<file path="src/rtl/sar_adc_ctrl.sv">
// Successive-approximation ADC controller: drives the sample switch and the DAC trial code,
// and resolves one bit per settle window from the synchronised comparator decision.
module sar_adc_ctrl #(
    parameter int N             = 8,
    parameter int SAMPLE_CYCLES = 4,
    parameter int SETTLE_CYCLES = 2
) (
    input  logic         clk,
    input  logic         rst_n,
    input  logic         start,
    input  logic         cmp_in,
    output logic         sample,
    output logic [N-1:0] dac_code,
    output logic         busy,
    output logic         done,
    output logic [N-1:0] result
);
    localparam int BW   = $clog2(N);
    localparam int CMAX = (SAMPLE_CYCLES > SETTLE_CYCLES) ? SAMPLE_CYCLES : SETTLE_CYCLES;
    localparam int CW   = $clog2(CMAX + 1);

    localparam logic [CW-1:0] SAMPLE_LAST = CW'(SAMPLE_CYCLES - 1);
    localparam logic [CW-1:0] SETTLE_LAST = CW'(SETTLE_CYCLES - 1);
    localparam logic [CW-1:0] CNT_ONE     = CW'(1);
    localparam logic [BW-1:0] MSB_IDX     = BW'(N - 1);
    localparam logic [BW-1:0] BIT_ONE     = BW'(1);
    localparam logic [N-1:0]  MSB_ONE     = {1'b1, {(N-1){1'b0}}};
    localparam logic [N-1:0]  LSB_ONE     = {{(N-1){1'b0}}, 1'b1};

    typedef enum logic [1:0] {
        ST_IDLE    = 2'd0,
        ST_SAMPLE  = 2'd1,
        ST_CONVERT = 2'd2
    } state_t;

    state_t        state_r, state_s;
    logic [CW-1:0] cnt_r, cnt_s;
    logic [BW-1:0] bit_r, bit_s;
    logic          sync1_r, sync2_r;
    logic          sample_r, sample_s;
    logic          busy_r, busy_s;
    logic          done_r, done_s;
    logic [N-1:0]  dac_r, dac_s;
    logic [N-1:0]  result_r, result_s;
    logic          cmp_s;
    logic [N-1:0]  bit_mask_s;
    logic [N-1:0]  decided_s;

    assign cmp_s      = sync2_r;
    assign bit_mask_s = LSB_ONE << bit_r;
    // The trial bit survives only when the held input is at or above the DAC level.
    assign decided_s  = cmp_s ? dac_r : (dac_r & ~bit_mask_s);

    // Two-flop synchroniser for the asynchronous comparator output.
    always_ff @(posedge clk) begin
        if (!rst_n) begin
            sync1_r <= 1'b0;
            sync2_r <= 1'b0;
        end else begin
            sync1_r <= cmp_in;
            sync2_r <= sync1_r;
        end
    end

    // Next-state and registered-output computation for the conversion sequencer.
    always_comb begin
        state_s  = state_r;
        cnt_s    = cnt_r;
        bit_s    = bit_r;
        sample_s = 1'b0;
        busy_s   = 1'b0;
        done_s   = 1'b0;
        dac_s    = '0;
        result_s = result_r;
        case (state_r)
            ST_IDLE: begin
                if (start) begin
                    state_s  = ST_SAMPLE;
                    cnt_s    = '0;
                    sample_s = 1'b1;
                    busy_s   = 1'b1;
                end else begin
                    state_s  = ST_IDLE;
                end
            end
            ST_SAMPLE: begin
                busy_s = 1'b1;
                if (cnt_r == SAMPLE_LAST) begin
                    state_s = ST_CONVERT;
                    cnt_s   = '0;
                    bit_s   = MSB_IDX;
                    dac_s   = MSB_ONE;
                end else begin
                    cnt_s    = cnt_r + CNT_ONE;
                    sample_s = 1'b1;
                end
            end
            ST_CONVERT: begin
                busy_s = 1'b1;
                dac_s  = dac_r;
                if (cnt_r == SETTLE_LAST) begin
                    cnt_s = '0;
                    if (bit_r == '0) begin
                        // Last bit resolved: publish and fall straight back to idle.
                        state_s  = ST_IDLE;
                        result_s = decided_s;
                        done_s   = 1'b1;
                        busy_s   = 1'b0;
                        dac_s    = '0;
                    end else begin
                        bit_s = bit_r - BIT_ONE;
                        dac_s = decided_s | (bit_mask_s >> 1);
                    end
                end else begin
                    cnt_s = cnt_r + CNT_ONE;
                end
            end
            default: begin
                state_s = ST_IDLE;
                cnt_s   = '0;
                bit_s   = '0;
            end
        endcase
    end

    // Sequencer state and output registers.
    always_ff @(posedge clk) begin
        if (!rst_n) begin
            state_r  <= ST_IDLE;
            cnt_r    <= '0;
            bit_r    <= '0;
            sample_r <= 1'b0;
            busy_r   <= 1'b0;
            done_r   <= 1'b0;
            dac_r    <= '0;
            result_r <= '0;
        end else begin
            state_r  <= state_s;
            cnt_r    <= cnt_s;
            bit_r    <= bit_s;
            sample_r <= sample_s;
            busy_r   <= busy_s;
            done_r   <= done_s;
            dac_r    <= dac_s;
            result_r <= result_s;
        end
    end

    assign sample   = sample_r;
    assign busy     = busy_r;
    assign done     = done_r;
    assign dac_code = dac_r;
    assign result   = result_r;
endmodule

</file>
<file path="config.mk">
export PLATFORM = sky130hd
export DESIGN_NAME = sar_adc_ctrl
export DESIGN_NICKNAME = d
export VERILOG_FILES = /design/src/rtl/sar_adc_ctrl.sv
export SDC_FILE = /design/constraint.sdc
export NUM_CORES = 1
export LEC_CHECK = 0
export ABC_CLOCK_PERIOD_IN_PS = 5100
export CAP_MARGIN = 15
export CELL_PAD_IN_SITES_DETAIL_PLACEMENT = 0
export CELL_PAD_IN_SITES_GLOBAL_PLACEMENT = 1
export CORE_ASPECT_RATIO = 1.75
export CORE_MARGIN = 3
export CORE_UTILIZATION = 30
export DETAILED_ROUTE_END_ITERATION = 6
export PLACE_DENSITY_LB_ADDON = 0.12
export SYNTH_ARGS = -nofsm -noshare
export SYNTH_HDL_FRONTEND = slang
export SYNTH_SLANG_ARGS = --single-unit
</file>
<file path="constraint.sdc">
create_clock -name clk -period 5.1 [get_ports clk]
set_clock_uncertainty 0.1 [all_clocks]
set_input_delay 1.02 -clock clk [delete_from_list [all_inputs] [get_ports clk]]
set_output_delay 1.02 -clock clk [all_outputs]
set_load 0.05 [all_outputs]
</file>
==> flow_summary_export.csv, run 1 <==
group,metric,value,unit
die,start_util,0.317,
setup_path,r2r-end,"result[0]$_SDFFE_PN0P_",
sta,max-slew-margin-rel,0.483,
place,routabilityCongestion,0.746,
yosys,syn_nets,188,
sta,rsz0062_at_grt,"false",
global_routing,grt_max_degree,27,
die,die-area,5990,µm²
routing,ant_nets,0,
sta,tns,0,ps
sta,fin_crit,2600,ps
yosys,synth_top_cell_by_area,"dfxtp_1",
die,ios,23,
sta,worstMarginPinSlew,770,ps
power,power_density,245,nW/µm²
sta,drv_slew,0,
place,dpl.hpwl,2.57,mm
setup_path,path_buf_inv,1,
clock_tree,ctsResizeCount,0,
global_routing,grt_overflow,0,
global_routing,grt_pass1_wl,5.57,mm
routing,drc,0,
sta,fmax,385,MHz
yosys,dominantRegCellSynth,"dfxtp_1",
finish,post-route-util,0.385,
yosys,yosysWarnings,0,
setup_path,cp.required,3980,ps
clock_tree,cts_sinks,29,
clock_tree,postCtsHoldBufs,0,
die,die_h,100,µm
sta,finalSetupViolCount,0,
clock_tree,numCtsBuffers,5,
setup_path,critPathLaunch,"dac_code[0]$_SDFFE_PN0N_",
clock_tree,path_clk_slew,60,ps
setup_path,cp-start-kind,"flop",
setup_path,critical-path-top-delay-family,"buffers and inverters",
routing,routedWlPerCell,14.2,µm
setup_path,cp_max_fo,3,
setup_path,crit_path_end,"dac_code[0]",
finish,area_delta_synth_final,21.3,%
clock_tree,cts_tree,"built",
sta,hold_viol,0,
setup_path,cpMaxStageDelayCell,"clkdlybuf4s50_1",
yosys,ys_ff_latch,29,
sta,finalCritPeriodShare,0.509,
setup_path,cp-end-kind,"primary output",
setup_path,cp_num_cells,1,
yosys,synth_area,1520,µm²
power,p_leak,0.722,nW
yosys,synth.avg_cell_area,8.94,µm²
yosys,synth_edf_count,0,
die,core_area,4790,µm²
setup_path,reg2reg_from,"bit_r[0]$_SDFFE_PN0P_",
finish,fin_nets,209,
finish,drive_gt1_frac,0.0625,
clock_tree,cts_buffer_depth,2,
die,die_w,59.8,µm
routing,drt_iter0_markers,17,
clock_tree,root_buffer,"clkbuf_8",
setup_path,cp_cell_sequence,"clkdlybuf4s50_1",
global_routing,grt_usage,0.125,
yosys,synthCells,170,
yosys,synth-async-reset-ratio,0,
power,peakVddDrop,160,µV
worst_hold_path,hold_class,"flop to flop",
yosys,synth_top_area_frac,0.382,
yosys,yosysSeqAreaShare,0.382,
global_routing,grt_pass1_vias,1145,
run,drv_cap,0,
yosys,yosysMostFrequentCell,"dfxtp_1",
clock_tree,h-tree-depth,2,
place,port_buffers,22,
clock_tree,post_cts_buffers,0,
routing,routed_wl,3.46,mm
routing,vias,1211,
die,num_rows,33,
yosys,yosys-top-cells-area,"dfxtp_1 (38%), ha_1 (12%), a21oi_1 (5.3%)",
finish,antenna_cells,0,
clock_tree,clk_latency,280,ps
yosys,synth.top_cells.by_count,"dfxtp_1 (29), a21oi_1 (16), nor2_1 (15), ha_1 (14)",
finish,multi_input_area,855,µm²
setup_path,crit_arrival,1480,ps
setup_path,reg2reg_slack,2790,ps
global_routing,antenna_found_initial,0,
run_status,status,"completed",
routing,firstDrtPassIters,4,
worst_hold_path,hp-start,"sync1_r$_SDFF_PN0_",
setup_path,max_stage_delay,820,ps
setup_path,r2r_cells,6,
yosys,synth_cell_types,38,
finish,nFillCells,530,
finish,seq_area,581,µm²
setup_path,criticalPathCategory,"flop to primary output",
routing,vias_per_cell,4.96,
-- cells in the final DEF (no fill, tap or decap), types with 6 or more instances in the layout --
| cell | count |
|---|---|
| mux2i_1 | 7 |
| a21oi_1 | 16 |
| nand2_1 | 10 |
| ha_1 | 14 |
| inv_1 | 10 |
| and2_1 | 6 |
| nor2b_1 | 7 |
| a21boi_0 | 8 |
| dfxtp_1 | 29 |
| o21ai_0 | 10 |
| nor2_1 | 15 |
| clkdlybuf4s50_1 | 22 |
-- final cells by class --
type,count,area share
multi-input cells,122,0.463
well taps,52,0.0353
clock inverters,2,0.00543
flip-flops and latches,29,0.315
clock buffers,6,0.0393
repair buffers,22,0.119
inverters,11,0.0224
-- registers in the layout, indices dropped and copies added, names as in the netlist --
signal,cells
cnt_r,3
done,1
dac_code,8
result,8
cmp_s,1
state_r,2
sample,1
sync1_r,1
busy,1
bit_r,3
-- metal layers --
layer	routed length (µm)	global-route usage
met2	1880	0.225
met3	117	0.0309
met1	1390	0.129
met4	75	0.0563
met5	0	0
-- report_power, final --
part / switching, mW / leakage (nW) / internal (mW)
Sequential: 0.00340 / 0.235 / 0.230
Clock: 0.0873 / 0.0450 / 0.0943
Combinational: 0.0225 / 0.442 / 0.0135
Total: 0.113 / 0.722 / 0.338
-- worst min path at each step --
| stage | endpoint | slack (ps) | depth (start not counted) |
|---|---|---|---|
| floorplan | cmp_s$_SDFF_PN0_ | 310 | 1 |
| global placement | cmp_s$_SDFF_PN0_ | 320 | 1 |
| detailed placement | cmp_s$_SDFF_PN0_ | 330 | 1 |
| CTS | cmp_s$_SDFF_PN0_ | 350 | 1 |
| global route | cmp_s$_SDFF_PN0_ | 360 | 1 |
| finish | cmp_s$_SDFF_PN0_ | 340 | 1 |
-- stage by stage --
step	total power [mW]	cells	hold slack, ps	instance area (µm²)	worst slack, ps
floorplan	0.264	170	312	1520	3240
global placement	0.275	236	321	1760	2260
detailed placement	0.275	236	331	1760	2250
CTS	0.460	244	347	1840	2490
global route	0.470	244	364	1840	2460
finish	0.451	244	339	1840	2500
-- kinds of logic after synthesis --
logic type	synth area share
AND/OR/NAND/NOR	0.191
AO/OA/AOI/OAI	0.202
flip-flops	0.382
buffers and inverters	0.0560
adder cells (fa/ha/maj)	0.115
multiplexers	0.0535
No activity file was read; power rests on OpenSTA's default activity.
==> inputs of run 2 (changes only) <==
--- a/config.mk
+++ b/config.mk
@@ -5,7 +5,7 @@
 export SDC_FILE = /design/constraint.sdc
 export NUM_CORES = 1
 export LEC_CHECK = 0
-export ABC_CLOCK_PERIOD_IN_PS = 5100
+export ABC_CLOCK_PERIOD_IN_PS = 2700
 export CAP_MARGIN = 15
 export CELL_PAD_IN_SITES_DETAIL_PLACEMENT = 0
 export CELL_PAD_IN_SITES_GLOBAL_PLACEMENT = 1
==> constraint.sdc (replaced) <==
create_clock -name clk -period 2.7 [get_ports clk]
set_clock_uncertainty 0.1 [all_clocks]
set_input_delay 0.54 -clock clk [delete_from_list [all_inputs] [get_ports clk]]
set_output_delay 0.54 -clock clk [all_outputs]
set_load 0.05 [all_outputs]
==> flow_summary_export.csv, run 2 (same netlist as run 1, synthesis figures left out) <==
group,metric,value,unit
sta,rsz0062_at_grt,"false",
setup_path,r2r_cells,6,
die,ios,23,
setup_path,cp-start-kind,"flop",
die,die-area,5990,µm²
worst_hold_path,whs_endpoint,"cmp_s$_SDFF_PN0_",
sta,finalCritPeriodShare,0.792,
finish,antenna_cells,0,
sta,fin_crit,2140,ps
run_status,status,"completed",
power,p_total,0.905,mW
setup_path,crit_arrival,2230,ps
setup_path,cp-end-kind,"flop",
finish,nFillCells,509,
clock_tree,cts_buffer_depth,2,
global_routing,met3_usage,0.0347,
clock_tree,cts_tree,"built",
clock_tree,h-tree-depth,2,
sta,setup_slack,562,ps
clock_tree,postCtsHoldBufs,0,
setup_path,r2r-end,"bit_r[2]$_SDFFE_PN0P_",
sta,worstMarginPinSlew,511,ps
place,place_area,1780,µm²
finish,final_common_cell,"dfxtp_1",
global_routing,antenna_found_initial,0,
clock_tree,clk_latency,280,ps
finish,layoutNonFillerInstCount,246,
setup_path,reg2reg_slack,560,ps
finish,final_cell_mix,"dfxtp_1 (29), clkdlybuf4s50_1 (22), a21oi_1 (16)",
place,placedCellCount,238,
finish,fin_nets,211,
routing,ant_nets,0,
routing,routed_wl,3.64,mm
sta,hold_viol,0,
global_routing,grt_overflow,0,
global_routing,grtUsageMet2,0.250,
routing,routedWlPerCell,14.8,µm
global_routing,grt_usage,0.136,
routing,vias_per_cell,4.96,
global_routing,use_met1,0.138,
clock_tree,post_cts_buffers,0,
routing,firstDrtPassIters,4,
sta,drv_slew,0,
sta,max-slew-margin-rel,0.659,
routing,drc,0,
clock_tree,cts_sinks,29,
die,die_w,59.8,µm
clock_tree,root_buffer,"clkbuf_8",
sta,fmax,468,MHz
place,place_ws,567,ps
global_routing,top_usage_layer,"met2",
setup_path,cp_max_fo,14,
worst_hold_path,holdPathStages,1,
worst_hold_path,hp-start,"sync1_r$_SDFF_PN0_",
die,num_rows,33,
finish,drive_gt1_frac,0.0773,
global_routing,grt_pass1_wl,5.99,mm
place,port_buffers,22,
setup_path,criticalPathCategory,"flop to flop",
power,peakVddDrop,277,µV
power,p_leak,0.740,nW
global_routing,grt_max_degree,17,
sta,tns,0,ps
finish,finalInstanceArea,1880,µm²
die,core_area,4790,µm²
place,dpl.hpwl,2.86,mm
global_routing,grt_pass1_vias,1250,
sta,timing.hold.ws,347,ps
die,start_util,0.317,
clock_tree,numCtsBuffers,5,
routing,drt_iter0_markers,30,
worst_hold_path,hold_class,"flop to flop",
setup_path,cp.required,2790,ps
routing,vias,1221,
die,die_h,100,µm
place,routabilityCongestion,0.729,
clock_tree,ctsResizeCount,0,
sta,finalSetupViolCount,0,
finish,post-route-util,0.392,
setup_path,reg2reg_from,"state_r[0]$_SDFFE_PN0P_",
run,drv_cap,0,
finish,area_delta_synth_final,23.5,%
power,power_density,482,nW/µm²
clock_tree,path_clk_slew,60,ps
==> run 2: layout make-up <==
cell class                      count  area, µm²  share of cell area
Timing Repair Buffer               24        235               0.125
Clock buffer                        7       96.3              0.0513
Inverter                           11       41.3              0.0220
Clock inverter                      1       5.00             0.00266
Sequential cell                    29        581               0.309
Multi-Input combinational cell    122        855               0.455
Tap cell                           52       65.1              0.0346
==> run 2: critical path, stage by stage (launching register included) <==
cell and delay (ps):
dfxtp_1 380, inv_1 80, ha_1 380, and3b_1 290, a2111oi_4 410, o21ai_1 130, a221oi_1 280
==> run 2: where the power goes <==
part / internal, mW / total, mW / switching (mW) / leakage [nW]
clock: 0.230 / 0.396 / 0.166 / 0.0542
combinational: 0.0265 / 0.0681 / 0.0416 / 0.451
sequential: 0.435 / 0.441 / 0.00645 / 0.235
==> run 2: metal layers <==
metal  vias to the layer above  wire length, µm
met2                        19             2110
met1                       569             1340
met5                         -                0
met3                         5              113
li1                        628                -
met4                         0               66
==> run 2: how the worst max path moves through the flow <==
stage,from,to
2_1_floorplan,cnt_r[0]$_SDFFE_PN0P_,bit_r[2]$_SDFFE_PN0P_
3_3_place_gp,state_r[0]$_SDFFE_PN0P_,bit_r[2]$_SDFFE_PN0P_
3_5_place_dp,state_r[0]$_SDFFE_PN0P_,bit_r[2]$_SDFFE_PN0P_
4_1_cts,state_r[0]$_SDFFE_PN0P_,bit_r[2]$_SDFFE_PN0P_
5_1_grt,state_r[0]$_SDFFE_PN0P_,bit_r[2]$_SDFFE_PN0P_
6_report,state_r[0]$_SDFFE_PN0P_,bit_r[2]$_SDFFE_PN0P_
